<file path="src/rtl/fetch_pc_if.sv">
// rtl/fetch_pc_if.sv - fetch front-end bundle: redirect/stall control, imem port and fetch results
interface fetch_pc_if #(
  parameter int IMEM_W = 13
);
  logic              stall;
  logic              redirect_valid;
  logic [31:0]       redirect_target;
  logic [IMEM_W-1:0] imem_raddr;
  logic [31:0]       imem_rdata;
  logic [31:0]       pc;
  logic [31:0]       pc_plus4;
  logic [31:0]       instr;
  logic              instr_valid;
  logic [1:0]        trap_cause;
  logic [31:0]       trap_pc;
  logic [31:0]       fetch_cnt;

  modport master (
    output stall, redirect_valid, redirect_target, imem_rdata,
    input  imem_raddr, pc, pc_plus4, instr, instr_valid, trap_cause, trap_pc, fetch_cnt
  );

  modport slave (
    input  stall, redirect_valid, redirect_target, imem_rdata,
    output imem_raddr, pc, pc_plus4, instr, instr_valid, trap_cause, trap_pc, fetch_cnt
  );
endinterface

</file>
<file path="src/rtl/fetch_pc.sv">
// rtl/fetch_pc.sv - PC owner with BOOT/RUN/TRAP sequencing and fetch-fault capture
// FETCH_PERF_EN adds a saturating accepted-fetch counter on fetch_cnt.
module fetch_pc #(
  parameter int          IMEM_W   = 13,
  parameter logic [31:0] RESET_PC = 32'h0000_0000
) (
  input  logic       clk,
  input  logic       rst,
  fetch_pc_if.slave  bus
);
  localparam logic [31:0] NOP = 32'h0000_0013;

  typedef enum logic [1:0] {BOOT = 2'd0, RUN = 2'd1, TRAP = 2'd2} state_e;

  state_e      state_q, state_d;
  logic [31:0] pc_q, pc_d;
  logic [1:0]  trap_cause_q, trap_cause_d;
  logic [31:0] trap_pc_q, trap_pc_d;
  logic        pc_in_range;
  logic        tgt_aligned;
  logic        tgt_in_range;
  logic        instr_valid;

  assign pc_in_range  = (pc_q[31:IMEM_W] == '0);
  assign tgt_aligned  = (bus.redirect_target[1:0] == 2'b00);
  assign tgt_in_range = (bus.redirect_target[31:IMEM_W] == '0);

  always_ff @(posedge clk) begin
    if (rst) begin
      state_q      <= BOOT;
      pc_q         <= RESET_PC;
      trap_cause_q <= 2'd0;
      trap_pc_q    <= 32'h0;
    end else begin
      state_q      <= state_d;
      pc_q         <= pc_d;
      trap_cause_q <= trap_cause_d;
      trap_pc_q    <= trap_pc_d;
    end
  end

  always_comb begin
    state_d      = state_q;
    pc_d         = pc_q;
    trap_cause_d = trap_cause_q;
    trap_pc_d    = trap_pc_q;
    unique case (state_q)
      BOOT: state_d = RUN;
      RUN: begin
        // Out-of-window PC outranks any redirect arriving in the same cycle.
        if (!pc_in_range) begin
          state_d      = TRAP;
          trap_cause_d = 2'd2;
          trap_pc_d    = pc_q;
        end else if (bus.redirect_valid) begin
          if (!tgt_aligned) begin
            state_d      = TRAP;
            trap_cause_d = 2'd1;
            trap_pc_d    = bus.redirect_target;
          end else begin
            pc_d = bus.redirect_target;
          end
        end else if (!bus.stall) begin
          pc_d = pc_q + 32'd4;
        end
      end
      TRAP: begin
        if (bus.redirect_valid && tgt_aligned && tgt_in_range) begin
          state_d      = RUN;
          pc_d         = bus.redirect_target;
          trap_cause_d = 2'd0;
        end
      end
      default: state_d = BOOT;
    endcase
  end

  always_comb begin
    instr_valid     = (state_q == RUN) && pc_in_range;
    bus.instr_valid = instr_valid;
    bus.instr       = instr_valid ? bus.imem_rdata : NOP;
    bus.pc          = pc_q;
    bus.pc_plus4    = pc_q + 32'd4;
    bus.imem_raddr  = pc_q[IMEM_W-1:0];
    bus.trap_cause  = trap_cause_q;
    bus.trap_pc     = trap_pc_q;
  end

`ifdef FETCH_PERF_EN
  logic [31:0] fetch_cnt_q;

  always_ff @(posedge clk) begin
    if (rst) begin
      fetch_cnt_q <= 32'h0;
    end else if (instr_valid && !bus.stall && (fetch_cnt_q != 32'hFFFF_FFFF)) begin
      fetch_cnt_q <= fetch_cnt_q + 32'd1;
    end
  end

  assign bus.fetch_cnt = fetch_cnt_q;
`else
  assign bus.fetch_cnt = 32'h0;
`endif
endmodule
</file>
<file path="src/flat_wrapper.sv">
// flat-port wrapper written by rule: the top's interface ports become plain ports
module fetch_pc_flat 
#(
  parameter int          IMEM_W   = 13,
  parameter logic [31:0] RESET_PC = 32'h0000_0000
)
  (clk, rst, bus_stall, bus_redirect_valid, bus_redirect_target, bus_imem_rdata, bus_imem_raddr, bus_pc, bus_pc_plus4, bus_instr, bus_instr_valid, bus_trap_cause, bus_trap_pc, bus_fetch_cnt);
  fetch_pc_if #(.IMEM_W(IMEM_W)) bus_i ();
  input  logic clk;
  input  logic rst;
  input wire logic [$bits(bus_i.stall)-1:0] bus_stall;
  input wire logic [$bits(bus_i.redirect_valid)-1:0] bus_redirect_valid;
  input wire logic [$bits(bus_i.redirect_target)-1:0] bus_redirect_target;
  input wire logic [$bits(bus_i.imem_rdata)-1:0] bus_imem_rdata;
  output wire logic [$bits(bus_i.imem_raddr)-1:0] bus_imem_raddr;
  output wire logic [$bits(bus_i.pc)-1:0] bus_pc;
  output wire logic [$bits(bus_i.pc_plus4)-1:0] bus_pc_plus4;
  output wire logic [$bits(bus_i.instr)-1:0] bus_instr;
  output wire logic [$bits(bus_i.instr_valid)-1:0] bus_instr_valid;
  output wire logic [$bits(bus_i.trap_cause)-1:0] bus_trap_cause;
  output wire logic [$bits(bus_i.trap_pc)-1:0] bus_trap_pc;
  output wire logic [$bits(bus_i.fetch_cnt)-1:0] bus_fetch_cnt;
  assign bus_i.stall = bus_stall;
  assign bus_i.redirect_valid = bus_redirect_valid;
  assign bus_i.redirect_target = bus_redirect_target;
  assign bus_i.imem_rdata = bus_imem_rdata;
  assign bus_imem_raddr = bus_i.imem_raddr;
  assign bus_pc = bus_i.pc;
  assign bus_pc_plus4 = bus_i.pc_plus4;
  assign bus_instr = bus_i.instr;
  assign bus_instr_valid = bus_i.instr_valid;
  assign bus_trap_cause = bus_i.trap_cause;
  assign bus_trap_pc = bus_i.trap_pc;
  assign bus_fetch_cnt = bus_i.fetch_cnt;
  fetch_pc #(.IMEM_W(IMEM_W), .RESET_PC(RESET_PC)) u_core (.clk(clk), .rst(rst), .bus(bus_i));
endmodule
</file>
<file path="config.mk">
export PLATFORM = sky130hd
export DESIGN_NAME = fetch_pc_flat
export DESIGN_NICKNAME = d
export VERILOG_FILES = /design/src/rtl/fetch_pc_if.sv /design/src/rtl/fetch_pc.sv /design/src/flat_wrapper.sv
export SDC_FILE = /design/constraint.sdc
export NUM_CORES = 1
export LEC_CHECK = 0
export CAP_MARGIN = 20
export CORE_MARGIN = 5
export CORE_UTILIZATION = 41
export DETAILED_ROUTE_END_ITERATION = 7
export DONT_BUFFER_PORTS = 1
export PLACE_DENSITY = 0.57
export SLEW_MARGIN = 20
export SYNTH_ARGS = -nofsm -noshare
export SYNTH_HDL_FRONTEND = slang
export SYNTH_SLANG_ARGS = --single-unit
</file>
<file path="constraint.sdc">
create_clock -name clk -period 2.55 [get_ports clk]
set_clock_uncertainty 0.2 [all_clocks]
set_input_delay 0.1275 -clock clk [delete_from_list [all_inputs] [get_ports clk]]
set_output_delay 0.1275 -clock clk [all_outputs]
set_load 0.03 [all_outputs]
</file>
# Yosys cells after proc, flatten, opt, wreduce, memory -nomap -nowiden

Index checks and enable logic that the tools add are counted.

$add $sub $neg: 1
Multipliers: 0
Div/mod/pow operators: 0
$lt $le $gt $ge: 0
Equality and inequality tests: 10
Shift operators: 0
Muxes and demuxes: 20
Bitwise gates (word level): 0
Reduce and logical (&&, ||, !) cells: 12

Operators with widths:

| cell                                                                     | number |
|---|---|
| 32-bit two-way mux                                                       | 9 |
| 32-bit one-hot mux with 2 select lines                                   | 1 |
| 19-bit logical NOT                                                       | 2 |
| 32-bit by 3-bit adder with 32-bit output (second input constant)         | 1 |
| 2-bit two-way mux                                                        | 8 |
| 3-bit inequality test (second input constant)                            | 3 |
| 2-bit one-hot mux with 3 select lines                                    | 1 |
| 3-bit AND reduction                                                      | 2 |
| 5-bit AND reduction                                                      | 1 |
| 2-bit logical NOT                                                        | 2 |
| 2-bit by 1-bit inequality test with 1-bit output (second input constant) | 2 |
| 2-bit inequality test (second input constant)                            | 2 |
| 2-bit one-hot mux with 2 select lines                                    | 1 |
| 4-bit AND reduction                                                      | 1 |
| 1-bit logical AND                                                        | 3 |
| 3-bit by 2-bit inequality test with 1-bit output (second input constant) | 1 |
| 2-bit by 1-bit == test with 1-bit output (second input constant)         | 1 |
| 2-bit == test (second input constant)                                    | 1 |
| 2-bit nonzero test                                                       | 1 |

Register bits: 68
Latch bits: 0
Memory bits (writable): 0
Bits in read-only memories: 0
Bits of input ports: 68
Output and inout port bits: 176
Logic and storage cells: 47
Memories kept: 0

# Logic depth before layout (Yosys ltp)

Gate-level depths: netlist of the first run.

Word-level depth: 5
Depth in mapped cells: 10

# Worst setup path after synthesis of the first run

Ideal clock, no wire load.

Kind: flip-flop to flip-flop
Start: register u_core.pc_q[3] (netlist: u_core.bus.pc[3])
End: register u_core.pc_q[30] (netlist: u_core.bus.pc[30])
Library setup time: 0.070 ns
Arrival time: 2.526 ns
Data required time: 2.280 ns
Setup slack: -0.247 ns
Cell stages (with the launch flop): 9
Clock period less this slack: 2.797 ns
Path through: dfxtp_1 ha_1 nand2_1 nor4_1 buf_2 nand4_1 xnor2_1 o211ai_1 a21oi_1

Word-level cells in the longest chain between the ends: 5

RTL lines:

| element                                  | line               | text |
|---|---|---|
| start, declared                          | fetch_pc.sv:16     | `logic [31:0] pc_q, pc_d;` |
| start signal, assigned                   | fetch_pc.sv:36     | `pc_q <= pc_d;` |
| 32-bit by 3-bit adder with 32-bit output | --                 |  |
| named net bus_pc_plus4[30]               | flat_wrapper.sv:17 | `output wire logic [$bits(bus_i.pc_plus4)-1:0] bus_pc_plus4;` |
| 32-bit two-way mux                       | fetch_pc.sv:63     | `end else if (!bus.stall) begin` |
| 32-bit two-way mux                       | fetch_pc.sv:55     | `end else if (bus.redirect_valid) begin` |
| 32-bit two-way mux                       | fetch_pc.sv:51     | `if (!pc_in_range) begin` |
| 32-bit one-hot mux with 2 select lines   | fetch_pc.sv:47     | `unique case (state_q)` |

The timed path passes the listed nets, and every way through them passes these cells. The select of a mux whose other input is x is not followed.
A chain may end at the register's enable or synchronous reset.

# Worst setup path after layout of the first run

Start: register u_core.pc_q[16] (netlist: u_core.bus.pc[16])
End: output bus_pc_plus4[24]

Word-level cells in the longest chain between the ends: 1

RTL lines:

| element                                  | line               | text |
|---|---|---|
| 32-bit by 3-bit adder with 32-bit output | fetch_pc.sv:83     | `bus.pc_plus4 = pc_q + 32'd4;` |
| end, declared                            | flat_wrapper.sv:17 |  |

No other way between the ends.

==> results of run 1 <==
[layer usage]
| metal | track usage [%] | up-vias | share of wire [%] |
|---|---|---|---|
| li1 | - | 2181 | - |
| met1 | 29.1 | 2160 | 40 |
| met2 | 38.0 | 248 | 49 |
| met3 | 6.47 | 27 | 9.4 |
| met4 | 9.54 | 0 | 2.1 |
| met5 | 0 | - | 0 |
[stage by stage]
| stage | area (sq um) | worst slack, ns | setup TNS [ns] |
|---|---|---|---|
| global route | 5940 | -0.00776 | -0.00776 |
| CTS | 5790 | 0.00104 | 0 |
| finish | 5940 | 0.0588 | 0 |
| global placement | 5160 | 0.209 | 0 |
| floorplan | 4610 | -0.0427 | -0.0427 |
| detailed placement | 5160 | 0.169 | 0 |
[flip-flops by register name, indices dropped and copies added (netlist names)]
signal	count
u_core.bus.pc	32
u_core.bus.trap_pc	32
u_core.bus.trap_cause	2
u_core.state_q	2
[layout make-up]
type	count	share of cell area [%]
Clock buffer	9	2.09
Clock inverter	7	1.69
Inverter	3	0.190
Multi-Input combinational cell	441	46.3
Sequential cell	68	23.0
Tap cell	136	2.87
Timing Repair Buffer	159	23.9
[worst min-delay path: stages]
cell,delay (ns)
o21ai_0,0.20
a211oi_1,0.09
nor3_1,0.12
[cell usage after synthesis, drive strengths merged, types with 2 or more instances]
master and count:
o211ai 11, a21oi 32, mux2i 5, nor3 27
clkbuf 31, nor4 11, nor2b 2, nand3 18
o22ai 3, inv 3, or3 5, dfxtp 68
nand4 10, nor4b 2, o32ai 4, nand3b 2
o31ai 4, a21bo 2, and4 4, o21ai 17
ha 5, xor2 7, a211oi 22, nand2 50
nand2b 20, a311oi 12, and3 31, and2 4
buf 62, or2 2, o21a 2, xnor2 21
a22o 3, nor2 64
[kinds of logic after synthesis]
kind of cell | after synthesis | synth area share [%]
AO/OA/AOI/OAI | 117 | 18.2
XOR/XNOR | 28 | 5.56
adder cells (fa/ha/maj) | 5 | 1.42
buffers and inverters | 96 | 13.1
flip-flops | 68 | 30.9
multiplexers | 5 | 1.14
other | 1 | 0.0850
AND/OR/NAND/NOR | 254 | 29.7
[path summary, 6_finish.rpt]
path                             to  slack, ns  cells past startpoint
setup / recovery   bus_pc_plus4[24]       0.06                      7
hold / removal    u_core.state_q[0]       0.04                      3
setup reg to reg   u_core.bus.pc[6]       0.19                      8
hold reg to reg    u_core.bus.pc[1]       0.32                      2
[power by group]
group / switching [mW] / internal (mW)
clock network: 0.468 / 0.558
registers: 0.518 / 1.41
logic: 4.12 / 2.27
[what timing repair did]
item,CTS,global route
setup buffers,4,2
cloned,0,0
pin swaps,1,4
endpoints found under the setup margin,31,41
hold buffers,35,0
hold endpoints to repair,68,0
gates resized for setup,2,31
==> flow_summary.toml, run 1 <==
[global_route]
grt_pass1_vias = 4578
grt_pass1_wl_um = 24400
grt_max_degree = 78
grt_overflow = 0
antenna_found_initial = 0
track_usage_pct = 23.3

[synth]
synth-edff-count = 0
synth_cell_type_count = 51
yosysWarnings = 0
yosys.area.top_type = "dfxtp_1"
synth_seq_cells = 68
syn_inst = 574
synth_seq_area_share_pct = 30.9
synth_flop_cell = "dfxtp_1"
synth.area.top_cells = "dfxtp_1, buf_4, nor2_1, and3_1, nand2_1"
async_flop_share_pct = 0
syn_area_per_cell_sq_um = 7.68
synth_area_sq_um = 4410
synth.top_cell.area_share_pct = 30.9

[finish]
final_cell_mix = "buf_4, dfxtp_1, nor2_1"
final_common_cell = "buf_4"
antennaDiodeCount = 0
regArea_sq_um = 1370
fillers = 953
final_nets = 755
multiInputGateArea_sq_um = 2750
drive_gt1_share_pct = 25.6
area_growth_pct = 34.7
fin_cells = 823
finalCoreUtilization_pct = 57.0

[power]
ir_drop_uv = 690
powerDensity_nw_per_um2 = 1570
p_leak_nw = 2.51
p_total_mw = 9.34

[route]
wl_per_cell_um = 19.1
drc_errors = 0
antenna_left = 0
first_pass_iters = 7
viasPerCell = 5.61
dr_total_vias = 4616
dr.first_iter.drc_count = 430
finalWirelength_um = 15700

[timing]
slew_viol_final = 0
maxSlewHeadroom_pct = 62.0
fin_crit_ns = 2.49
worst_pin_slew_ns = 0.564
fin_hold_ws_ns = 0.0449
setup_viol = 0
finalCritPeriodShare_pct = 97.7
max_freq_ghz = 0.401
hold_viol_final = 0

[place]
io_buffers = 0
dpl.hpwl_um = 11400
post-place-cells = 766
place_congestion = 0.897

[floorplanning]
die_area_sq_um = 12900
dieWidth_um = 114
die_h_um = 114
num_rows = 37
core_area_sq_um = 10400
io_pins = 244
start_util_pct = 42.3

[setup_path]
slowest_delay_ns = 0.37
worst-path-buf-inv = 3
path_cells = "buf_8 > and4_1 > buf_4 > and2_1 > nand4_1 > xnor2_4 > buf_6"
worst_r2r_startpoint = "u_core.state_q[0]"
critPathLaunch = "u_core.bus.pc[16]"
critPathRequiredTime_ns = 2.22
critPathLaunchType = "flop"
worstSetupPathType = "flop to output pin"
cp_slowest_cell = "dfxtp_2"
crit_path_end_kind = "output pin"
cp_top_family = "simple AND/OR/NAND/NOR gates"
cp_data_arrival_time_ns = 2.16
crit_fanout = 6

[clocking]
cts_tree = "yes"
cts_sinks = 68
worstSkewPairLatency_ns = 0.35
cts_max_level = 3
cts_buffers = 9
clk_pin_slew_ns = 0.08
clock_path_buffers = 2
clock-root-buffer = "clkbuf_8"

[worst_hold_path]
hold_path.class = "primary input to flop"
hp-start = "bus_redirect_target[0]"

[job]
maxCapViolCount = 0

[run_status]
run_status = "finished clean"
No activity file was read; power rests on OpenSTA's default activity.
==> inputs of run 2 (changes only) <==
--- a/config.mk
+++ b/config.mk
@@ -5,6 +5,7 @@
 export SDC_FILE = /design/constraint.sdc
 export NUM_CORES = 1
 export LEC_CHECK = 0
+export ABC_AREA = 1
 export CAP_MARGIN = 20
 export CORE_MARGIN = 5
 export CORE_UTILIZATION = 41
==> constraint.sdc (replaced) <==
create_clock -name clk -period 2.55 [get_ports clk]
set_clock_uncertainty 0.2 [all_clocks]
set_input_delay 0.1275 -clock clk [delete_from_list [all_inputs] [get_ports clk]]
set_output_delay 0.1275 -clock clk [all_outputs]
set_load 0.005 [all_outputs]
==> flow_summary.toml, run 2 <==
[run_status]
run_status = "finished clean"

[timing]
finalWorstSetupSlack_ns = 0.180
setup_viol = 0
rsz0062_at_grt = "false"
finalCritPeriodShare_pct = 92.9
fin_crit_ns = 2.37
hold_viol_final = 0
slew_viol_final = 0
worst_pin_slew_ns = 0.644
max_freq_ghz = 0.422
finalSetupTns_ns = 0
maxSlewHeadroom_pct = 56.8

[synth]
synth_flop_cell = "dfxtp_1"
synth_compound_area_share_pct = 10.7
synth_top_family_by_area = "simple AND/OR/NAND/NOR gates"
synth.area.top_cells = "dfxtp_1, nand2_1, nor2_1, buf_4, inv_1"
synth_fa_ha_area_share_pct = 1.24
ys_top_cells_by_count = "nand2_1, nor2_1, inv_1"
synth_seq_cells = 68
synth-xor-area-share_pct = 2.05
syn_inst = 833
synth-edff-count = 0
async_flop_share_pct = 0
syn_area_per_cell_sq_um = 6.07
synth_seq_area_share_pct = 26.9
yosys.area_share.simple_pct = 41.8
yosys.area.top_type = "dfxtp_1"
yosysMostFrequentCell = "nand2_1"
synth_cell_type_count = 34
synthMuxAreaShare_pct = 0
synth.top_cell.area_share_pct = 26.9
yosysWarnings = 0
synth_area_sq_um = 5060

[setup_path]
crit_path_end_kind = "output pin"
path_cells = "nand2_1 > nor2_2 > nand2_1 > nor2_2 > xor2_1 > buf_4"
cp_top_family = "simple AND/OR/NAND/NOR gates"
crit_fanout = 8
critPathLaunchType = "flop"
worst-path-buf-inv = 1
worst_r2r_startpoint = "u_core.state_q[1]"
cp_slowest_cell = "dfxtp_1"
critPathRequiredTime_ns = 2.22
worstSetupPathType = "flop to output pin"
critPathLaunch = "u_core.bus.pc[8]"
slowest_delay_ns = 0.53
cp_data_arrival_time_ns = 2.04

[place]
place_ws_ns = 0.265
io_buffers = 0
place_congestion = 0.903
dpl.hpwl_um = 13900

[global_route]
grt_max_degree = 44
grt_overflow = 0
antenna_found_initial = 1
grt_pass1_vias = 4864
grt_pass1_wl_um = 26900
track_usage_pct = 23.7

[finish]
area_growth_pct = 13.2
antennaDiodeCount = 0
final_cell_mix = "nand2_1, nor2_1, inv_1"
multiInputGateArea_sq_um = 2940
fillers = 1270
final_common_cell = "nand2_1"
regArea_sq_um = 1360
drive_gt1_share_pct = 9.64
final_nets = 929

[route]
viasPerCell = 5.14
drc_errors = 0
dr_total_vias = 5289
antenna_left = 0
wl_per_cell_um = 17.6
first_pass_iters = 5
finalWirelength_um = 18100
dr.first_iter.drc_count = 310

[clocking]
clock-root-buffer = "clkbuf_16"
post_cts_buffers = 0
worstSkewPairLatency_ns = 0.34
clk_pin_slew_ns = 0.06
cts_sinks = 68
cts_tree = "yes"
cts_buffers = 9
clock_path_buffers = 2
cts_max_level = 3

[floorplanning]
die_h_um = 121
start_util_pct = 42.0
dieWidth_um = 121
core_area_sq_um = 12100
num_rows = 40
die_area_sq_um = 14700
io_pins = 244

[worst_hold_path]
hp-start = "bus_redirect_valid"
hold_path.class = "primary input to flop"

[job]
maxCapViolCount = 0

[power]
powerDensity_nw_per_um2 = 1170
ir_drop_uv = 525
p_leak_nw = 2.80
==> run 2: cell count changes after synthesis, moves of 28 or more <==
cell | before | now
inv_1 | 3 | 83
nor2_1 | 64 | 182
o21ai_1 | 1 | 30
and3_1 | 31 | 3
nand2_1 | 50 | 188
nand3_1 | 17 | 56
==> run 2: cells by family (layout without fill, tap and decap cells) <==
kind of cell	Yosys count	in the layout
AND/OR/NAND/NOR	481	481
XOR/XNOR	11	11
AO/OA/AOI/OAI	96	96
flip-flops	68	68
other	1	32
adder cells (fa/ha/maj)	5	5
buffers and inverters	171	168
==> run 2: worst reg2reg max path, stage by stage, from the launching register on <==
cell     delay (ns)
dfxtp_1        0.31
inv_1          0.12
ha_1           0.33
inv_2          0.10
nor3b_2        0.19
or2_2          0.14
inv_2          0.09
nand3_2        0.09
buf_4          0.41
nand2_1        0.13
a21oi_1        0.17
==> run 2: report_power, final <==
group	internal (mW)	switching [mW]	leakage, nW
Sequential	1.53	0.522	0.560
Clock	0.782	0.496	0.144
Combinational	1.15	2.21	2.10
==> run 2: timing repair <==
| item | CTS | global route |
|---|---|---|
| gates resized for setup | 0 | 2 |
| endpoints found under the setup margin | 0 | 3 |
| hold buffers | 33 | 0 |
| hold endpoints to repair | 66 | 0 |
==> run 2: through the flow <==
| step | hold slack, ns | std cells | area, sq um | utilization (%) | power (mW) |
|---|---|---|---|---|---|
| 3_3_place_gp | 0.000478 | 980 | 5090 | 42.2 | 5.28 |
| 3_5_place_dp | 0.000559 | 980 | 5090 | 42.2 | 5.36 |
| 2_1_floorplan | -0.00343 | 864 | 5180 | - | 4.60 |
| 4_1_cts | 0.109 | 1029 | 5730 | 47.5 | 6.70 |
| 6_report | 0.117 | 1029 | 5730 | 47.5 | 6.69 |
| 5_1_grt | 0.135 | 1029 | 5730 | 47.5 | 7.20 |
==> run 2: routing by layer <==
layer	wire length [um]	vias to the layer above	global-route usage [%]
met4	371	2	7.22
met3	1640	23	5.97
met5	13	-	0
met2	9060	260	43.3
met1	7010	2436	26.8
li1	-	2568	-
==> run 2: layout make-up <==
type	count	share of cell area, %
Timing Repair Buffer	61	9.87
Clock buffer	10	4.17
Inverter	91	6.01
Tap cell	168	3.67
Clock inverter	6	1.11
Multi-Input combinational cell	625	51.4
Sequential cell	68	23.8
==> run 2: final timing paths <==
| kind | cells after the start | end | slack [ns] |
|---|---|---|---|
| max | 6 | bus_pc_plus4[14] | 0.18 |
| min | 5 | u_core.bus.trap_pc[16] | 0.12 |
| max reg2reg | 10 | u_core.bus.pc[17] | 0.21 |
| min reg2reg | 2 | u_core.bus.trap_cause[0] | 0.30 |
